`src/rtl/keypad_pkg.sv`:
```
// Shared constants, state/class enums and the frame classifier for the
// 4x4 keypad scanner.
package keypad_pkg;

  localparam int KEY_W = 4;
  localparam int ROWS  = 4;
  localparam int COLS  = 4;

  typedef enum logic [1:0] {
    IDLE      = 2'd0,
    DEB_PRESS = 2'd1,
    PRESSED   = 2'd2,
    DEB_REL   = 2'd3
  } state_t;

  typedef enum logic [1:0] {
    NONE   = 2'd0,
    SINGLE = 2'd1,
    MULTI  = 2'd2
  } frame_class_t;

  typedef struct packed {
    frame_class_t      cls;
    logic [KEY_W-1:0]  code;
  } frame_info_t;

  // pressed[i] = 1 means key with code i (row*4+col) is down in this frame.
  // The hit counter saturates at 2 since only none/one/many matters.
  function automatic frame_info_t classify_frame(input logic [ROWS*COLS-1:0] pressed);
    frame_info_t info;
    logic [1:0]  hits;
    info.cls  = NONE;
    info.code = {KEY_W{1'b0}};
    hits      = 2'd0;
    for (int i = 0; i < ROWS*COLS; i++) begin
      if (pressed[i]) begin
        if (hits == 2'd0) begin
          info.code = KEY_W'(i);
        end else begin
          info.code = info.code;
        end
        if (hits != 2'd2) begin
          hits = hits + 2'd1;
        end else begin
          hits = hits;
        end
      end else begin
        hits = hits;
      end
    end
    case (hits)
      2'd0:    info.cls = NONE;
      2'd1:    info.cls = SINGLE;
      default: info.cls = MULTI;
    endcase
    return info;
  endfunction

endpackage

```
`src/rtl/keypad_col_driver.sv`:
```
// Column scan timing: dwell divider, one-cold column drive, column tick and
// end-of-frame strobe.
module keypad_col_driver
  import keypad_pkg::*;
#(
  parameter int SCAN_DIV = 50000
) (
  input  logic            clk,
  input  logic            rst_n,
  output logic [COLS-1:0] col_out,
  output logic [1:0]      col_idx,
  output logic            col_tick,
  output logic            frame_end
);

  localparam int              DIV_W    = $clog2(SCAN_DIV);
  localparam logic [DIV_W-1:0] DIV_LAST = DIV_W'(SCAN_DIV - 1);

  logic [DIV_W-1:0] div_cnt;

  assign col_tick  = (div_cnt == DIV_LAST);
  assign frame_end = col_tick && (col_idx == 2'd3);

  // Dwell counter and column rotation; col_out is kept registered alongside
  // col_idx so the drive moves on the cycle after the tick.
  always_ff @(posedge clk or negedge rst_n) begin
    if (!rst_n) begin
      div_cnt <= {DIV_W{1'b0}};
      col_idx <= 2'd0;
      col_out <= 4'b1110;
    end else if (col_tick) begin
      div_cnt <= {DIV_W{1'b0}};
      col_idx <= col_idx + 2'd1;
      col_out <= {col_out[COLS-2:0], col_out[COLS-1]};
    end else begin
      div_cnt <= div_cnt + {{(DIV_W-1){1'b0}}, 1'b1};
    end
  end

endmodule

```
`src/rtl/keypad_scan.sv`:
```
// 4x4 matrix keypad reader: synchronises rows, builds a whole-frame snapshot,
// classifies it and debounces press/release over consecutive frames.
module keypad_scan
  import keypad_pkg::*;
#(
  parameter int SCAN_DIV        = 50000,
  parameter int DEBOUNCE_FRAMES = 4
) (
  input  logic             clk,
  input  logic             rst_n,
  input  logic [ROWS-1:0]  row_in,
  output logic [COLS-1:0]  col_out,
  output logic [KEY_W-1:0] key_code,
  output logic             key_valid,
  output logic             key_release,
  output logic             key_down
);

  localparam logic [3:0] DEB_TARGET = 4'(DEBOUNCE_FRAMES);

  logic [ROWS-1:0]      row_meta;
  logic [ROWS-1:0]      row_sync;
  logic [1:0]           col_idx;
  logic                 col_tick;
  logic                 frame_end;
  logic [ROWS*COLS-1:0] snap;
  logic [ROWS*COLS-1:0] frame_bits;
  frame_info_t          info;

  state_t           state, state_nxt;
  logic [KEY_W-1:0] cand, cand_nxt;
  logic [3:0]       deb_cnt, deb_nxt, deb_inc;
  logic [KEY_W-1:0] code_nxt;
  logic             down_nxt, valid_nxt, release_nxt;

  keypad_col_driver #(.SCAN_DIV(SCAN_DIV)) u_col_driver (
    .clk       (clk),
    .rst_n     (rst_n),
    .col_out   (col_out),
    .col_idx   (col_idx),
    .col_tick  (col_tick),
    .frame_end (frame_end)
  );

  // Two-stage synchroniser for the asynchronous row inputs.
  always_ff @(posedge clk or negedge rst_n) begin
    if (!rst_n) begin
      row_meta <= 4'b1111;
      row_sync <= 4'b1111;
    end else begin
      row_meta <= row_in;
      row_sync <= row_meta;
    end
  end

  // Snapshot with the current column's rows merged in, so the frame_end
  // classification sees all four columns.
  always_comb begin
    frame_bits = snap;
    for (int r = 0; r < ROWS; r++) begin
      frame_bits[{2'(r), col_idx}] = row_sync[r];
    end
  end

  assign info    = classify_frame(~frame_bits);
  assign deb_inc = deb_cnt + 4'd1;

  // Frame snapshot (1 = released); cleared after each frame is classified.
  always_ff @(posedge clk or negedge rst_n) begin
    if (!rst_n) begin
      snap <= {(ROWS*COLS){1'b1}};
    end else if (frame_end) begin
      snap <= {(ROWS*COLS){1'b1}};
    end else if (col_tick) begin
      snap <= frame_bits;
    end else begin
      snap <= snap;
    end
  end

  // Debounce FSM state and registered outputs.
  always_ff @(posedge clk or negedge rst_n) begin
    if (!rst_n) begin
      state       <= IDLE;
      cand        <= {KEY_W{1'b0}};
      deb_cnt     <= 4'd0;
      key_code    <= {KEY_W{1'b0}};
      key_down    <= 1'b0;
      key_valid   <= 1'b0;
      key_release <= 1'b0;
    end else begin
      state       <= state_nxt;
      cand        <= cand_nxt;
      deb_cnt     <= deb_nxt;
      key_code    <= code_nxt;
      key_down    <= down_nxt;
      key_valid   <= valid_nxt;
      key_release <= release_nxt;
    end
  end

  // Next-state logic; the FSM only moves on frame_end.
  always_comb begin
    state_nxt   = state;
    cand_nxt    = cand;
    deb_nxt     = deb_cnt;
    code_nxt    = key_code;
    down_nxt    = key_down;
    valid_nxt   = 1'b0;
    release_nxt = 1'b0;
    if (frame_end) begin
      case (state)
        IDLE: begin
          if (info.cls == SINGLE) begin
            if (DEB_TARGET <= 4'd1) begin
              code_nxt  = info.code;
              down_nxt  = 1'b1;
              valid_nxt = 1'b1;
              deb_nxt   = 4'd0;
              state_nxt = PRESSED;
            end else begin
              cand_nxt  = info.code;
              deb_nxt   = 4'd1;
              state_nxt = DEB_PRESS;
            end
          end else begin
            state_nxt = IDLE;
          end
        end
        DEB_PRESS: begin
          if (info.cls == SINGLE && info.code == cand) begin
            if (deb_inc >= DEB_TARGET) begin
              code_nxt  = cand;
              down_nxt  = 1'b1;
              valid_nxt = 1'b1;
              deb_nxt   = 4'd0;
              state_nxt = PRESSED;
            end else begin
              deb_nxt = deb_inc;
            end
          end else if (info.cls == SINGLE) begin
            cand_nxt = info.code;
            deb_nxt  = 4'd1;
          end else begin
            deb_nxt   = 4'd0;
            state_nxt = IDLE;
          end
        end
        PRESSED: begin
          if (info.cls == NONE) begin
            if (DEB_TARGET <= 4'd1) begin
              down_nxt    = 1'b0;
              release_nxt = 1'b1;
              deb_nxt     = 4'd0;
              state_nxt   = IDLE;
            end else begin
              deb_nxt   = 4'd1;
              state_nxt = DEB_REL;
            end
          end else begin
            state_nxt = PRESSED;
          end
        end
        DEB_REL: begin
          if (info.cls == NONE) begin
            if (deb_inc >= DEB_TARGET) begin
              down_nxt    = 1'b0;
              release_nxt = 1'b1;
              deb_nxt     = 4'd0;
              state_nxt   = IDLE;
            end else begin
              deb_nxt = deb_inc;
            end
          end else begin
            deb_nxt   = 4'd0;
            state_nxt = PRESSED;
          end
        end
        default: begin
          state_nxt = IDLE;
          deb_nxt   = 4'd0;
          down_nxt  = 1'b0;
        end
      endcase
    end else begin
      state_nxt = state;
    end
  end

endmodule

```
`config.mk`:
```
export PLATFORM = sky130hd
export DESIGN_NAME = keypad_scan
export DESIGN_NICKNAME = d
export VERILOG_FILES = /design/src/rtl/keypad_pkg.sv /design/src/rtl/keypad_col_driver.sv /design/src/rtl/keypad_scan.sv
export SDC_FILE = /design/constraint.sdc
export NUM_CORES = 1
export LEC_CHECK = 0
export BUFFER_PORTS_ARGS = -buffer_cell sky130_fd_sc_hd__buf_2
export CAP_MARGIN = 10
export CORE_MARGIN = 4
export CORE_UTILIZATION = 37
export CTS_BUF_LIST = sky130_fd_sc_hd__clkbuf_16
export CTS_CLUSTER_SIZE = 16
export DETAILED_ROUTE_END_ITERATION = 10
export GPL_TIMING_DRIVEN = 0
export PLACE_DENSITY = 0.63
export SLEW_MARGIN = 30
export SYNTH_ARGS = -nofsm -noshare
export SYNTH_HDL_FRONTEND = slang
export SYNTH_HIERARCHICAL = 1
export SYNTH_SLANG_ARGS = --single-unit
```
`constraint.sdc`:
```
create_clock -name clk -period 9.3 [get_ports clk]
set_input_delay 0.465 -clock clk [delete_from_list [all_inputs] [get_ports clk]]
set_output_delay 0.465 -clock clk [all_outputs]
set_load 0.01 [all_outputs]
```
# Word-level counts from Yosys, hierarchy flattened
# Cells that the tools add are included.
[op_classes]
addsub = 18
multipliers = 0
div_mod_pow = 0
order_cmp = 9
n_eq_ne = 33
n_shift = 0
n_mux = 107
n_bitwise = 1
n_reduce_logical = 32
[op_table]
columns = ["operator", "count"]
rows = [
  ["4-bit two-way mux", 35],
  ["2-bit two-way mux", 35],
  ["16-bit bitwise mux", 4],
  ["16-bit two-way mux", 3],
  ["2-bit inequality test, second input constant", 22],
  ["2-bit zero test", 18],
  ["2-bit by 1-bit adder with 2-bit output, second input constant", 16],
  ["1-bit two-way mux", 21],
  ["16-bit by 1-bit adder with 16-bit output, second input constant", 1],
  ["16-bit equality test, second input constant", 1],
  ["16-bit NOT", 1],
  ["4-bit case mux with 4 select lines", 1],
  ["4-bit by 5-bit less-than comparator with 1-bit output, second input constant", 2],
  ["3-bit inequality test, second input constant", 3],
  ["1-bit demux with 2-bit select", 4],
  ["4-bit by 1-bit >= comparator with 1-bit output, second input constant", 2],
  ["2-bit case mux with 4 select lines", 1],
  ["4-bit case mux with 2 select lines", 1],
  ["4-bit AND reduction", 2],
  ["2-bit by 1-bit equality test with 1-bit output, second input constant", 3],
  ["2-bit equality test, second input constant", 3],
  ["1-bit logical AND", 6],
  ["3-bit AND reduction", 2],
  ["6-bit AND reduction", 1],
  ["10 further kinds", 12],
]
[word_totals]
ff_bits = 63
latch_bits = 0
ramBits = 0
mem_bits_ro = 0
in_bits = 6
output_inout_bits = 11
wordCells = 213
mem_count = 0

# Longest topological paths before layout
# Gate-level depths: netlist of run 1.
[logic_depth]
depth_word = 62
mapped_depth = 35
ltp_nobuf = 31

# By module
# Netlist of run 1, hierarchy kept.
[by_module_without_submodules]
columns = ["module", "n_inst", "cells_each", "area_each_um2", "seq_area_each_um2"]
rows = [
  ["keypad_scan", 1, 553, 4570.6, 1056.0],
  ["keypad_col_driver", 1, 85, 1003.5, 554.3],
]

# Least setup slack after synthesis of run 1
# No wires, ideal clock.
[synth_path]
path_kind = "reg2reg"
startpoint = "register u_col_driver.col_idx[0]"
endpoint = "register key_code[0]"
setup_ns = 0.125
t_arrival_ns = 8.133
required_ns = 9.175
slack_ns = 1.042
path_stages_with_launch = 34
n_path_buf = 6
synth_period_minus_slack_ns = 8.258
cell_sequence = "dfrtp_1 buf_2 nand2b_1 clkbuf_1 mux2_2 inv_1 ha_1 clkbuf_1 a21oi_1 mux2_1 a211oi_2 nor2_1 a31oi_2 mux2_4 a211o_1 buf_6 nor4_4 a31oi_1 a211oi_2 buf_6 mux2i_1 o211a_1 or3b_2 a211oi_1 a21oi_1 ha_1 o21ai_0 ha_1 nor2_1 a311oi_2 or3_1 buf_2 nor4_4 mux2_4"
[synth_via]
elab_chain_len = 60
word_cells_on_any_way = 140
cone_classes = "15 x add/sub; 8 x order compare; 19 x eq/ne; 74 x mux; 1 x bitwise; 23 x reduce/logical"
[synth_rtl]
columns = ["element", "line", "text"]
rows = [
  ["from (decl)", "keypad_col_driver.sv:11", "output logic [1:0] col_idx,"],
  ["from (signal assigned)", "keypad_col_driver.sv:33", "col_idx <= col_idx + 2'd1;"],
  ["2-bit by 5-bit less-than comparator with 1-bit output (not written as such) / 2-bit by 1-bit >= comparator with 1-bit output (equally long branches)", "keypad_scan.sv:61", "frame_bits[{2'(r), col_idx}] = row_sync[r];"],
  ["1-bit logical AND (not written as such)", "keypad_scan.sv:61", ""],
  ["1-bit two-way mux (not written as such)", "keypad_scan.sv:61", ""],
  ["1-bit demux with 2-bit select", "keypad_scan.sv:61", ""],
  ["16-bit bitwise mux (4 in a row)", "keypad_scan.sv:61", ""],
  ["16-bit NOT", "keypad_scan.sv:65", "assign info = classify_frame(~frame_bits);"],
  ["1-bit two-way mux", "keypad_pkg.sv:36", "if (pressed[i]) begin"],
  ["2-bit by 1-bit adder with 2-bit output / 2-bit inequality test (equally long branches)", "keypad_pkg.sv:43, keypad_pkg.sv:42", ""],
  ["[41 not listed]", "n/a", ""],
  ["2-bit by 1-bit adder with 2-bit output / 2-bit inequality test (equally long branches)", "keypad_pkg.sv:43, keypad_pkg.sv:42", ""],
  ["2-bit two-way mux", "keypad_pkg.sv:42", "if (hits != 2'd2) begin"],
  ["2-bit two-way mux", "keypad_pkg.sv:36", ""],
  ["2-bit by 1-bit equality test with 1-bit output / 2-bit zero test (equally long branches)", "keypad_pkg.sv:51", "case (hits)"],
  ["2-bit case mux with 2 select lines", "keypad_pkg.sv:51", ""],
  ["2-bit by 1-bit equality test with 1-bit output", "keypad_scan.sv:131", "if (info.cls == SINGLE && info.code == cand) begin"],
  ["1-bit logical AND", "keypad_scan.sv:131", ""],
  ["4-bit AND reduction (no line) *", "n/a", ""],
  ["to (signal assigned)", "keypad_scan.sv:87", "key_code <= {KEY_W{1'b0}};"],
  ["to (signal assigned)", "keypad_scan.sv:95", "key_code <= code_nxt;"],
  ["to (decl)", "keypad_scan.sv:13", "output logic [KEY_W-1:0] key_code,"],
]
# Every way passes the cells marked *; elsewhere a longest branch is shown, timed or not.
# A chain may end at the register's enable or synchronous reset.

# Worst setup path after layout of run 1
[layout_path]
startpoint = "register u_col_driver.col_idx[1]"
endpoint = "register key_code[3]"
# The elaborated chain is that of the path after synthesis.

==> results.cfg, run 1 <==
[cts]
clkLatencyLatePin_ns = 0.33
cts_tree = done
hold_buffers = 0
cts_buffer_depth = 2
clkSinkCount = 63
h-tree-depth = 3
numCtsBuffers = 9
cts-root-buf = clkbuf_16
clk_pin_slew_worst_paths_ns = 0.05

[logic_synthesis]
ys.flop_type = dfrtp_1
netlist_instances = 638
yosys-top-cells-area = dfrtp_1 16%, dfstp_2 13%, nand2_1 5.5%
synth_area_per_cell_sq_um = 8.74
synth_top_area_share_pct = 16.2
yosysTopAreaCell = dfrtp_1
synth_edf_count = 0
ys_seq_elements = 63
syn_nets = 654
async_flop_share_pct = 100
seq_area_frac_synth_pct = 28.9
yosysWarnings = 6
ys_types = 97
synth_area_sq_um = 5570

[status]
status = finished clean

[cells_and_area]
multi_input_area_sq_um = 3850
final_cell_mix = 82 x nand2_1, 52 x nor2_1, 36 x dfrtp_1, 34 x o21ai_0, 27 x dfstp_2
synthToLayoutAreaGrowth_pct = 12.8
regArea_sq_um = 1610
fin_nets = 682
n_fill_cell = 1432
fin_cells = 855
final_cell_area_sq_um = 6290
final_common_cell = nand2_1
drive_above_1_share_pct = 22.7
n_antenna_cell = 0

[setup_path]
crit_path_top_delay_cell = or3b_2
arrival_ns = 8.99
cp_data_required_time_ns = 9.52
crit_path_end = key_code[3]
crit_path_end_kind = register
reg2reg_to = key_code[3]
worst-path-max-fanout = 10
r2r-start = u_col_driver/col_idx[1]
critPathMaxStageDelay_ns = 0.51
r2r_slack_ns = 0.53
start_kind = register
path_depth = 33
startpoint = u_col_driver/col_idx[1]
path_class = register to register
reg2regPathDepth = 33
cp_top_family = compound AO/OA/AOI/OAI gates
path_buf_inv = 5

[run]
maxCapViolations = 0

[timing]
fmax_mhz = 114
fin_ws_ns = 0.529
relSlewSlack_pct = 45.7
maxSlewViolCount = 0
min_period_ns = 8.77
finalHoldViolations = 0
tightest_slew_ns = 0.810
final-setup-viol-count = 0
period_share_pct = 94.3
fin_skew_ns = 0.00490

[power]
peakVddDrop_mv = 0.140
powerDensity_nw_per_um2 = 127
p_leak_uw = 0.00267
p_int_uw = 571
pwr-share-seq_pct = 35.2
power_frac_comb_pct = 20.4
p_switching_uw = 225
switching_share_pct = 28.3
p_clk_share_pct = 44.4

[drt]
post_drt_wl_per_cell_um = 16.3
firstDrtPassIters = 5
drt-total-wl_mm = 14.0
drc = 0
num_vias = 5106
initialDrtViolationCount = 410
via_per_inst = 5.97
ant_nets = 0

[placed_design]
dp.cells = 838
placed_area_sq_um = 5890
pre_cts_slack_ns = -0.153
place_congestion = 0.913
hpwl_mm = 10.4
port_buffers = 16

[global_routing]
grt_max_degree = 64
grt_use_total_pct = 16.9
grt_pass1_vias = 4971
grt-ovfl-total = 0
antenna_found_initial = 0
grt_pass1_wl_mm = 23.9

[floorplanning]
rows = 44
core-area_sq_um = 14600
die_y_um = 131
die_area_sq_um = 17100
start_util_pct = 38.1
fp.dieW_um = 131
pin_count = 17

[hold_path]
hp-class = primary input to asynchronous set/reset pin
==> logic make-up after synthesis <==
| kind of cell | after synthesis | synth area share [%] |
|---|---|---|
| compound gates | 189 | 26.3 |
| xor+xnor | 33 | 5.72 |
| fa+ha+maj | 10 | 2.24 |
| buf+inv | 34 | 3.34 |
| flops | 63 | 28.9 |
| mux | 48 | 9.65 |
| simple gates | 261 | 23.9 |
==> how the worst min path moves through the flow <==
stage / startpoint / end / slack (ns) / depth (start not counted)
after floorplan: rst_n / cand[0] / 0.17 / 0
after global placement: row_meta[0] / row_sync[0] / 0.35 / 0
after detailed placement: row_meta[1] / row_sync[1] / 0.35 / 0
after CTS: row_in[1] / row_meta[1] / 0.22 / 1
after global routing: row_in[1] / row_meta[1] / 0.22 / 1
final: rst_n / cand[1] / 0.20 / 1
==> synthesized netlist by cell type (4+ instances only) <==
cell type,number
a2111oi_0,4
a2111oi_1,4
a211o_1,5
a211oi_1,12
a21o_1,11
a21oi_1,24
and2_1,15
and3_1,5
buf_2,5
buf_6,7
clkbuf_1,12
dfrtp_1,36
dfstp_2,27
ha_1,10
inv_1,10
mux2_2,21
mux2_4,5
mux2i_1,19
nand2_1,82
nand2b_1,9
nand3_1,25
nand4_1,7
nor2_1,53
nor3_1,24
nor4_1,8
o211ai_1,8
o21a_1,4
o21ai_0,35
o21ai_1,6
o22ai_1,4
o31ai_1,5
or2_2,4
or3_1,5
xnor2_1,20
xor2_1,9
==> final cells by class <==
cell class,count,area share [%]
flip-flops and latches,63,25.6
well taps,184,3.66
multi-input cells,541,61.3
plain buffers,23,2.33
clock inverters,7,1.39
clock buffers,9,3.58
inverters,10,0.597
repair buffers,18,1.55
==> power groups by stage <==
stage	Clock (uW)	Combinational (uW)	Sequential (uW)
after CTS	360	159	280
after floorplan	0	122	284
after global placement	0	155	284
after detailed placement	0	157	285
after global routing	370	180	281
final	353	162	280
==> sequential cells by signal (all words and copies together) (netlist names) <==
register	flops
snap	16
u_col_driver/div_cnt	16
cand	4
deb_cnt	4
key_code	4
row_meta	4
row_sync	4
u_col_driver/col_out	4
state	2
u_col_driver/col_idx	2
key_down	1
key_release	1
key_valid	1
==> routing by layer <==
layer	GRT usage [%]	routed length, um	up-vias	share of wire (%)
met1	23.3	6500	2417	47
met5	0	0	-	0
met3	1.71	655	29	4.7
met4	5.99	251	0	1.8
met2	27.8	6570	186	47
li1	-	-	2474	-
==> metrics by stage <==
stage	power (uW)	util [%]	hold WS (ns)	setup TNS, ns
global placement	439	40.2	0.347	-0.177
detailed placement	442	40.2	0.349	-0.603
global route	831	42.9	0.223	-0.0752
finish	796	42.9	0.203	0
CTS	799	42.4	0.219	0
floorplan	406	-	0.169	0
==> what timing repair did <==
item                       in CTS  in global routing
pin swaps                       0                  3
gates resized for setup         3                 14
buffers inserted                0                  2
setup endpoints to repair       5                 17
(Power assumes the default switching activity.)
==> run 2, diff against run 1 <==
- CELL_PAD_IN_SITES_DETAIL_PLACEMENT: default -> 1
- CELL_PAD_IN_SITES_GLOBAL_PLACEMENT: default -> 1
- PLACE_DENSITY: 0.63 -> 0.75
==> results.cfg, run 2 (same netlist as run 1, synthesis figures left out) <==
[timing]
tightest_slew_ns = 0.818
maxSlewViolCount = 0
final-setup-viol-count = 0
period_share_pct = 94.4
tns_ns = 0
min_period_ns = 8.78
finalHoldViolations = 0
fin_ws_ns = 0.519
fmax_mhz = 114
relSlewSlack_pct = 43.9
fin_skew_ns = 0.00516

[setup_path]
critPathMaxStageDelay_ns = 0.52
worst-path-max-fanout = 10
crit_path_end_kind = register
reg2regPathDepth = 33
arrival_ns = 8.99
crit_path_top_delay_cell = or3b_2
r2r-start = u_col_driver/col_idx[1]
start_kind = register
r2r_slack_ns = 0.52
path_class = register to register
reg2reg_to = key_code[1]
cp_data_required_time_ns = 9.51

[drt]
post_drt_wl_per_cell_um = 18.6
via_per_inst = 6.06
firstDrtPassIters = 4
initialDrtViolationCount = 284
ant_nets = 0
drc = 0
drt-total-wl_mm = 15.9
num_vias = 5184

[cells_and_area]
utilization_pct = 43.2
final_common_cell = nand2_1
multi_input_area_sq_um = 3880
n_fill_cell = 1701
drive_above_1_share_pct = 23.5
final_cell_mix = 82 x nand2_1, 52 x nor2_1, 36 x dfrtp_1, 35 x o21ai_0, 27 x dfstp_2
synthToLayoutAreaGrowth_pct = 13.6
reg_top3 = snap x16, u_col_driver/div_cnt x16
regArea_sq_um = 1610
fin_nets = 683
n_antenna_cell = 0

[power]
total_power_uw = 806
p_leak_uw = 0.00267
p_switching_uw = 232
p_int_uw = 574
power_frac_comb_pct = 20.4
p_clk_share_pct = 44.7
pwr-share-seq_pct = 34.8
switching_share_pct = 28.8
peakVddDrop_mv = 0.141
powerDensity_nw_per_um2 = 127

[cts]
cts-root-buf = clkbuf_16
cts_buffer_depth = 2
h-tree-depth = 3
clkLatencyLatePin_ns = 0.33
clkSinkCount = 63
cts_tree = done
clk_pin_slew_worst_paths_ns = 0.06
numCtsBuffers = 9

[global_routing]
grt_max_degree = 64
grt_use_total_pct = 19.5
grt_pass1_vias = 5551
grt_pass1_wl_mm = 27.5
antenna_found_initial = 0
grt-ovfl-total = 0

[floorplanning]
fp.dieW_um = 131
die_y_um = 131
core-area_sq_um = 14600
rows = 44
start_util_pct = 38.1
pin_count = 17
die_area_sq_um = 17100

[hold_path]
hp-class = primary input to asynchronous set/reset pin

[placed_design]
port_buffers = 16
hpwl_mm = 12.1
place_congestion = 0.889
pre_cts_slack_ns = -0.356

[status]
status = finished clean

[run]
maxCapViolations = 0
[run 2: worst max-delay path: cells and delay by family (launching register included)]
kind,cells,cell delay [ns]
buffers and inverters,5,0.91
adder cells (fa/ha/maj),3,0.91
multiplexers,5,1.58
AO/OA/AOI/OAI,12,2.62
AND/OR/NAND/NOR,8,2.24
flip-flops,1,0.39
[run 2: routing by layer]
| layer | wire [um] | up-vias | track usage, % |
|---|---|---|---|
| li1 | - | 2473 | - |
| met1 | 7240 | 2605 | 25.5 |
| met2 | 8120 | 92 | 34.6 |
| met3 | 400 | 14 | 2.20 |
| met4 | 144 | 0 | 4.48 |
| met5 | 0 | - | 0 |
[run 2: final cells by class]
class / instances / share of cell area (%)
multi-input cells: 541 / 61.3
flip-flops and latches: 63 / 25.4
well taps: 184 / 3.64
clock buffers: 9 / 3.56
plain buffers: 23 / 2.31
repair buffers: 19 / 1.66
clock inverters: 7 / 1.50
inverters: 10 / 0.593
[run 2: what timing repair did]
action / 4_1_cts / 5_1_grt
setup endpoints to repair: 7 / 16
buffers inserted: 0 / 3
hold buffers: 0 / 0
gates cloned: 0 / 0
gates resized for setup: 8 / 13
pin swaps: 0 / 4
[run 2: per-stage QoR]
stage               area [sq um]  cells  hold WS, ns
finish                      6330    856        0.210
global route                6330    856        0.221
detailed placement          5890    838        0.348
global placement            5880    838        0.348
floorplan                   5570    638        0.169
CTS                         6240    853        0.219
[run 2: how the worst max path moves through the flow]
stage,start,to,cells past startpoint
2_1_floorplan,u_col_driver/col_idx[0],key_code[0],33
3_3_place_gp,u_col_driver/col_idx[0],key_code[2],32
3_5_place_dp,u_col_driver/col_idx[0],key_code[0],31
4_1_cts,u_col_driver/col_idx[0],key_code[1],32
5_1_grt,u_col_driver/col_idx[0],key_code[1],33
6_report,u_col_driver/col_idx[1],key_code[1],33
[run 2: power by group through the flow]
stage               Clock, uW  Sequential, uW  Combinational [uW]
finish                    360             281                 165
global route              383             281                 185
CTS                       368             280                 164
detailed placement          0             285                 162
global placement            0             285                 157
floorplan                   0             284                 122
